**src/rtl/conv_kernel_3x3_acc.sv**
```systemverilog
`default_nettype none
// ============================================================================
// Module   : conv_kernel_3x3_acc
// Brief    : OUT_CH parallel 3x3 signed dot products per window beat,
//            accumulated across input channels framed by first/last tags.
//            One saturated result per output channel per frame.
//            4-stage pipeline: products, row sums, 9-tap sum, accumulate.
// Options  : CONV_KERNEL_RELU_EN - when defined, negative results are
//            written out as zero (saturation flags unaffected).
// Revision : 1.0 - initial parametrised release
// ============================================================================
module conv_kernel_3x3_acc #(
  parameter int DATA_W = 8,
  parameter int WGT_W  = 8,
  parameter int OUT_CH = 2,
  parameter int ACC_W  = 24
) (
  input  logic                        sclk,
  input  logic                        s_rst_n,
  input  logic                        in_valid,
  input  logic                        in_first,
  input  logic                        in_last,
  input  logic [9*DATA_W-1:0]         data_in,
  input  logic [OUT_CH*9*WGT_W-1:0]   weight_in,
  output logic                        out_valid,
  output logic [OUT_CH*ACC_W-1:0]     out_data,
  output logic [OUT_CH-1:0]           out_sat
);

  // Stage widths: product, row sum (3 terms), 9-tap sum, extended accumulator.
  localparam int c_PW = DATA_W + WGT_W;
  localparam int c_RW = c_PW + 2;
  localparam int c_SW = c_PW + 4;
  localparam int c_EW = ACC_W + 1;

  // Clamp bounds expressed at the extended width.
  localparam logic signed [c_EW-1:0] c_MAX = {2'b00, {(ACC_W-1){1'b1}}};
  localparam logic signed [c_EW-1:0] c_MIN = {2'b11, {(ACC_W-1){1'b0}}};

  // Valid and frame tags travelling alongside the data path.
  logic r_v1, r_v2, r_v3;
  logic r_f1, r_f2, r_f3;
  logic r_l1, r_l2, r_l3;
  logic r_ov;

  // Tag pipeline; tags are qualified by valid so idle beats carry no framing.
  always_ff @(posedge sclk or negedge s_rst_n) begin
    if (!s_rst_n) begin
      r_v1 <= 1'b0; r_v2 <= 1'b0; r_v3 <= 1'b0;
      r_f1 <= 1'b0; r_f2 <= 1'b0; r_f3 <= 1'b0;
      r_l1 <= 1'b0; r_l2 <= 1'b0; r_l3 <= 1'b0;
      r_ov <= 1'b0;
    end else begin
      r_v1 <= in_valid;
      r_f1 <= in_valid & in_first;
      r_l1 <= in_valid & in_last;
      r_v2 <= r_v1; r_f2 <= r_f1; r_l2 <= r_l1;
      r_v3 <= r_v2; r_f3 <= r_f2; r_l3 <= r_l2;
      r_ov <= r_v3 & r_l3;
    end
  end

  assign out_valid = r_ov;

  for (genvar c = 0; c < OUT_CH; c++) begin : g_ch
    logic signed [c_PW-1:0]  r_prod [9];
    logic signed [c_RW-1:0]  r_row  [3];
    logic signed [c_SW-1:0]  r_sum;
    logic signed [ACC_W-1:0] r_acc;
    logic                    r_sat;
    logic signed [ACC_W-1:0] r_out;
    logic                    r_osat;

    logic signed [c_EW-1:0]  w_base;
    logic signed [c_EW-1:0]  w_raw;
    logic signed [c_EW-1:0]  w_clamped;
    logic                    w_ovf;
    logic signed [ACC_W-1:0] w_acc_nx;
    logic                    w_sat_nx;
    logic signed [ACC_W-1:0] w_out_nx;

    // S1: nine signed tap products for this channel.
    always_ff @(posedge sclk or negedge s_rst_n) begin
      if (!s_rst_n) begin
        for (int k = 0; k < 9; k++) r_prod[k] <= '0;
      end else begin
        for (int k = 0; k < 9; k++) begin
          r_prod[k] <= c_PW'($signed(data_in[k*DATA_W +: DATA_W]))
                     * c_PW'($signed(weight_in[(c*9+k)*WGT_W +: WGT_W]));
        end
      end
    end

    // S2: one partial sum per window row.
    always_ff @(posedge sclk or negedge s_rst_n) begin
      if (!s_rst_n) begin
        for (int r = 0; r < 3; r++) r_row[r] <= '0;
      end else begin
        for (int r = 0; r < 3; r++) begin
          r_row[r] <= c_RW'(r_prod[3*r]) + c_RW'(r_prod[3*r+1])
                    + c_RW'(r_prod[3*r+2]);
        end
      end
    end

    // S3: full 9-tap sum.
    always_ff @(posedge sclk or negedge s_rst_n) begin
      if (!s_rst_n) begin
        r_sum <= '0;
      end else begin
        r_sum <= c_SW'(r_row[0]) + c_SW'(r_row[1]) + c_SW'(r_row[2]);
      end
    end

    // S4 arithmetic: restart or accumulate at one extra bit, then clamp.
    always_comb begin
      w_base    = r_f3 ? '0 : c_EW'(r_acc);
      w_raw     = w_base + c_EW'(r_sum);
      w_clamped = w_raw;
      w_ovf     = 1'b0;
      if (w_raw > c_MAX) begin
        w_clamped = c_MAX;
        w_ovf     = 1'b1;
      end else if (w_raw < c_MIN) begin
        w_clamped = c_MIN;
        w_ovf     = 1'b1;
      end
      w_acc_nx = ACC_W'(w_clamped);
      w_sat_nx = (r_sat & ~r_f3) | w_ovf;
      w_out_nx = w_acc_nx;
`ifdef CONV_KERNEL_RELU_EN
      if (w_acc_nx[ACC_W-1]) w_out_nx = '0;
`endif
    end

    // S4 state: accumulator and sticky flag update; result capture on last.
    always_ff @(posedge sclk or negedge s_rst_n) begin
      if (!s_rst_n) begin
        r_acc  <= '0;
        r_sat  <= 1'b0;
        r_out  <= '0;
        r_osat <= 1'b0;
      end else if (r_v3) begin
        r_acc <= w_acc_nx;
        r_sat <= w_sat_nx;
        if (r_l3) begin
          r_out  <= w_out_nx;
          r_osat <= w_sat_nx;
        end
      end
    end

    assign out_data[c*ACC_W +: ACC_W] = r_out;
    assign out_sat[c]                 = r_osat;
  end

endmodule
`default_nettype wire

```
**config.mk**
```make
export PLATFORM = sky130hd
export DESIGN_NAME = conv_kernel_3x3_acc
export DESIGN_NICKNAME = d
export VERILOG_FILES = /design/src/rtl/conv_kernel_3x3_acc.sv
export SDC_FILE = /design/constraint.sdc
export NUM_CORES = 2
export LEC_CHECK = 0
export CAP_MARGIN = 20
export CORE_MARGIN = 3
export CORE_UTILIZATION = 40
export CTS_CLUSTER_SIZE = 40
export DETAILED_ROUTE_END_ITERATION = 12
export GPL_TIMING_DRIVEN = 0
export PLACE_DENSITY_LB_ADDON = 0.05
export SYNTH_ARGS = -nofsm -noshare
export SYNTH_HDL_FRONTEND = slang
export SYNTH_SLANG_ARGS = --single-unit
```
**constraint.sdc**
```tcl
create_clock -name sclk -period 3 [get_ports sclk]
set_input_delay 0.3 -clock sclk [delete_from_list [all_inputs] [get_ports sclk]]
set_output_delay 0.3 -clock sclk [all_outputs]
set_load 0.02 [all_outputs]
```
==> run summary <==
The run finished, with violations left. The checks that failed: setup timing. The final standard cell area without fillers came out at around 90,000 um^2. The wire-length estimate of the detail-placed layout is roughly 150,000 um. The share of async-settable or async-resettable flops after synthesis came out at 1.00. The layout overhead on the synthesized area is 29.3%.

The final net count is 10,100. In this run the cell area measured after placement is around 77,000 um^2. The number of distinct library cells after synthesis came out at slightly above 80.

The share of final-layout standard cells stronger than drive strength 1 came out at 0.261. Clock tree synthesis inserted a total of 70 buffers. The count of standard-cell rows came out at around 150. The die span in y is around 420 um. For this design, the sink count on the clock tree is around 550. The total wire length came out at ~190,000 um. The dominant synthesized flop cell is sky130_fd_sc_hd__dfrtp_1. The type of the worst setup path is input pin to flip-flop. Yosys mapped a number of flops with a built-in enable equal to 0.

The clock transition at the registers of the reported paths is about 50 ps. The initial antenna violation count is 1. The number of detailed-route iterations in the first pass is 5.

The vias per cell is around 4.9. The wire length of the first global-routing pass came out at approximately 300,000 um. The number of antenna cells inserted is 0. In this run the clock root is driven by a sky130_fd_sc_hd__clkbuf_16.

The final design utilization came out at 0.523. The critical-path maximum fanout came out at 6. Entering global routing, the biggest net connects 126 pins.

The routed design could run at a clock period as short as roughly 3900 ps. After detailed routing, the number of remaining DRC violations is 0. The required time of the critical path is ~3500 ps. The worst-case setup margin in the final layout is -895 ps.

The via count of the first global-routing pass is 53,600. The final hold violation count came out at 0. The clock latency on the worst-skew pair is between 600 and 700 ps. At the worst endpoint, the arrival time is 4410 ps. The number of top-level design ports is roughly 270.

STA classifies the critical path startpoint as an input pin. The maximum achievable frequency is between 0.2 and 0.3 GHz. In the final routed layout, each cell accounts on average for roughly 18 um. The worst hold-check path type is input pin to flip-flop.

The register area share after synthesis is 0.196. The detailed router finished its first iteration with between 2,000 and 2,500 violations. The slew at the pin with the worst max-slew slack is between 800 and 900 ps.

The share of the clock period used by the worst path after layout is 1.30. The total die area is approximately 180,000 um^2. TritonCTS built the clock tree.

Setup repair after global routing could not meet its margin everywhere. The worst setup path is captured at a flip-flop. The net count after synthesis came out at 9,196. Averaged over all synthesized cells, the footprint is 9.77 um^2.

The worst relative slew slack is 0.444. The total overflow left after global routing is 0. The overall via count from detail_route is 50,300. The overall die width came out at about 420 um.

The remaining antenna violation count after routing came out at 0. The reported max-cap violation count came out at 0. For this run, the number of Yosys warnings is 0. The area of the core came out at ~170,000 um^2. In the global route stage, overall resource usage came out at 0.214. The number of non-filler instances in the completed layout is 10,400. The register bit count reported by yosys came out at approximately 550. The count of pins over their slew limit is 0. The synthesized cell area is 69,700 um^2. The initial core utilization came out at 0.404. Adding up every negative setup slack in the final design gives -107,470 ps. The clock skew came out at ~32 ps.

The deepest clock path buffer count is 3. The maximum level of the CTS H-tree is 3. The total placed cells including tap cells came out at between 9,000 and 10,000. Input and output buffers added on the ports amount to approximately 270.

The setup violation total in the final timing report is roughly 240. The final estimated routing congestion in global placement is 0.841. The post-synthesis instance total is roughly 7,000.
## sequential cells by signal, indices dropped and copies added (netlist names), 2 cells and up
register / count
g_ch.r_osat: 2
g_ch.r_sat: 2
g_ch.r_row: 108
g_ch.r_acc: 48
g_ch.r_out: 48
g_ch.r_sum: 40
g_ch.r_prod: 288
## synth_stat cells, drive strengths merged (75+ instances only)
cell type,count,area share
fa,1132,0.32
clkbuf,102,0.0055
nor2b,109,0.0098
dfrtp,546,0.20
ha,702,0.13
nand2,522,0.028
o21ai,207,0.015
xnor2,325,0.041
a21oi,251,0.019
nor3,75,0.0055
nor2,372,0.020
inv,1462,0.079
and2,676,0.061
## metrics by stage
step / hold WS [ps] / worst slack [ps]
after global routing: 10.5 / -976
after floorplan: 4.41 / -1190
final: 34.0 / -895
after CTS: 1.22 / -939
after detailed placement: 336 / -2660
after global placement: 336 / -23820
## routing by layer
| metal | global-route usage | wire, um | part of all wire | vias up |
|---|---|---|---|---|
| li1 | - | - | - | 23800 |
| met1 | 0.305 | 88700 | 0.46 | 25600 |
| met2 | 0.356 | 92400 | 0.48 | 705 |
| met3 | 0.0201 | 5510 | 0.029 | 184 |
| met4 | 0.0427 | 4190 | 0.022 | 0 |
| met5 | 0 | 0 | 0 | - |
## final timing paths
kind / start / end / slack [ps] / cells past startpoint
hold / removal: data_in[0] / g_ch[0].r_prod[129]$_DFF_PN0_ / 30 / 3
setup / recovery: weight_in[130] / g_ch[1].r_prod[30]$_DFF_PN0_ / -890 / 20
hold reg to reg: r_v1$_DFF_PN0_ / r_v2$_DFF_PN0_ / 350 / 0
min in group asynchronous: s_rst_n / g_ch[1].r_out[14]$_DFFE_PN0P_ / 250 / 3
setup reg to reg: r_f3$_DFF_PN0_ / g_ch[0].r_out[7]$_DFFE_PN0P_ / -660 / 16
max in group asynchronous: s_rst_n / g_ch[1].r_prod[108]$_DFF_PN0_ / 670 / 6
## final cells by class
type | count | area [um^2]
Timing Repair Buffer | 796 | 7850
Tap cell | 2310 | 2890
Buffer | 110 | 1710
Clock buffer | 84 | 1950
Clock inverter | 39 | 498
Inverter | 1464 | 5540
Sequential cell | 546 | 13700
Multi-Input combinational cell | 5015 | 56100
Fill cell | 15800 | 82300
## critical path: stages
cell                       delay (ps)
sky130_fd_sc_hd__buf_12           110
sky130_fd_sc_hd__and2_4           150
sky130_fd_sc_hd__fa_1             540
sky130_fd_sc_hd__inv_2             40
sky130_fd_sc_hd__fa_1             500
sky130_fd_sc_hd__inv_1             50
sky130_fd_sc_hd__fa_1             540
sky130_fd_sc_hd__inv_2             50
sky130_fd_sc_hd__fa_1             500
sky130_fd_sc_hd__inv_2             50
sky130_fd_sc_hd__ha_4             220
sky130_fd_sc_hd__buf_6            120
sky130_fd_sc_hd__o21ai_4           70
sky130_fd_sc_hd__a21boi_4          90
sky130_fd_sc_hd__o21ai_2          150
sky130_fd_sc_hd__a21boi_2          90
sky130_fd_sc_hd__o21ai_2          150
sky130_fd_sc_hd__a21boi_2          80
sky130_fd_sc_hd__buf_4            150
sky130_fd_sc_hd__a311o_2          460
## what timing repair did
item                                    4_1_cts  5_1_grt
endpoints found under the hold margin       123        0
resized for setup                          1947      928
hold buffers                                 26        0
endpoints found under the setup margin      335      302
cloned                                        7       10
pin swaps                                   459      568
buffers inserted                            333      218
## layout by cell type, fill, tap and decap left out, types with 54 or more instances in the layout
cell type	n
sky130_fd_sc_hd__a21o_1	60
sky130_fd_sc_hd__nor3_1	66
sky130_fd_sc_hd__dfrtp_1	541
sky130_fd_sc_hd__o21ai_0	55
sky130_fd_sc_hd__inv_2	177
sky130_fd_sc_hd__nand2b_1	63
sky130_fd_sc_hd__inv_1	1272
sky130_fd_sc_hd__buf_2	58
sky130_fd_sc_hd__nand2_2	65
sky130_fd_sc_hd__clkdlybuf4s50_1	54
sky130_fd_sc_hd__buf_6	147
sky130_fd_sc_hd__fa_2	68
sky130_fd_sc_hd__a21oi_1	111
sky130_fd_sc_hd__a21oi_2	82
sky130_fd_sc_hd__nor2_1	304
sky130_fd_sc_hd__ha_1	560
sky130_fd_sc_hd__o21ai_1	54
sky130_fd_sc_hd__fa_1	1064
sky130_fd_sc_hd__o21ai_2	70
sky130_fd_sc_hd__and2_4	94
sky130_fd_sc_hd__nand3_1	56
sky130_fd_sc_hd__xnor2_1	274
sky130_fd_sc_hd__buf_4	368
sky130_fd_sc_hd__buf_12	69
sky130_fd_sc_hd__nor2b_1	61
sky130_fd_sc_hd__ha_4	115
sky130_fd_sc_hd__clkbuf_16	116
sky130_fd_sc_hd__a21oi_4	58
sky130_fd_sc_hd__nand2_1	443
sky130_fd_sc_hd__and2_1	582
## cells by family after synthesis
logic type,after synthesis,share of synthesized area
simple gates,1993,0.145
xor+xnor,369,0.0463
compound gates,806,0.0742
flops,546,0.196
fa+ha+maj,1835,0.451
buf+inv,1580,0.0856
mux,12,0.00179
Power is left out: the tool's default activity adds up to more than one toggle a clock period on the data nets, which glitch-free logic cannot reach.
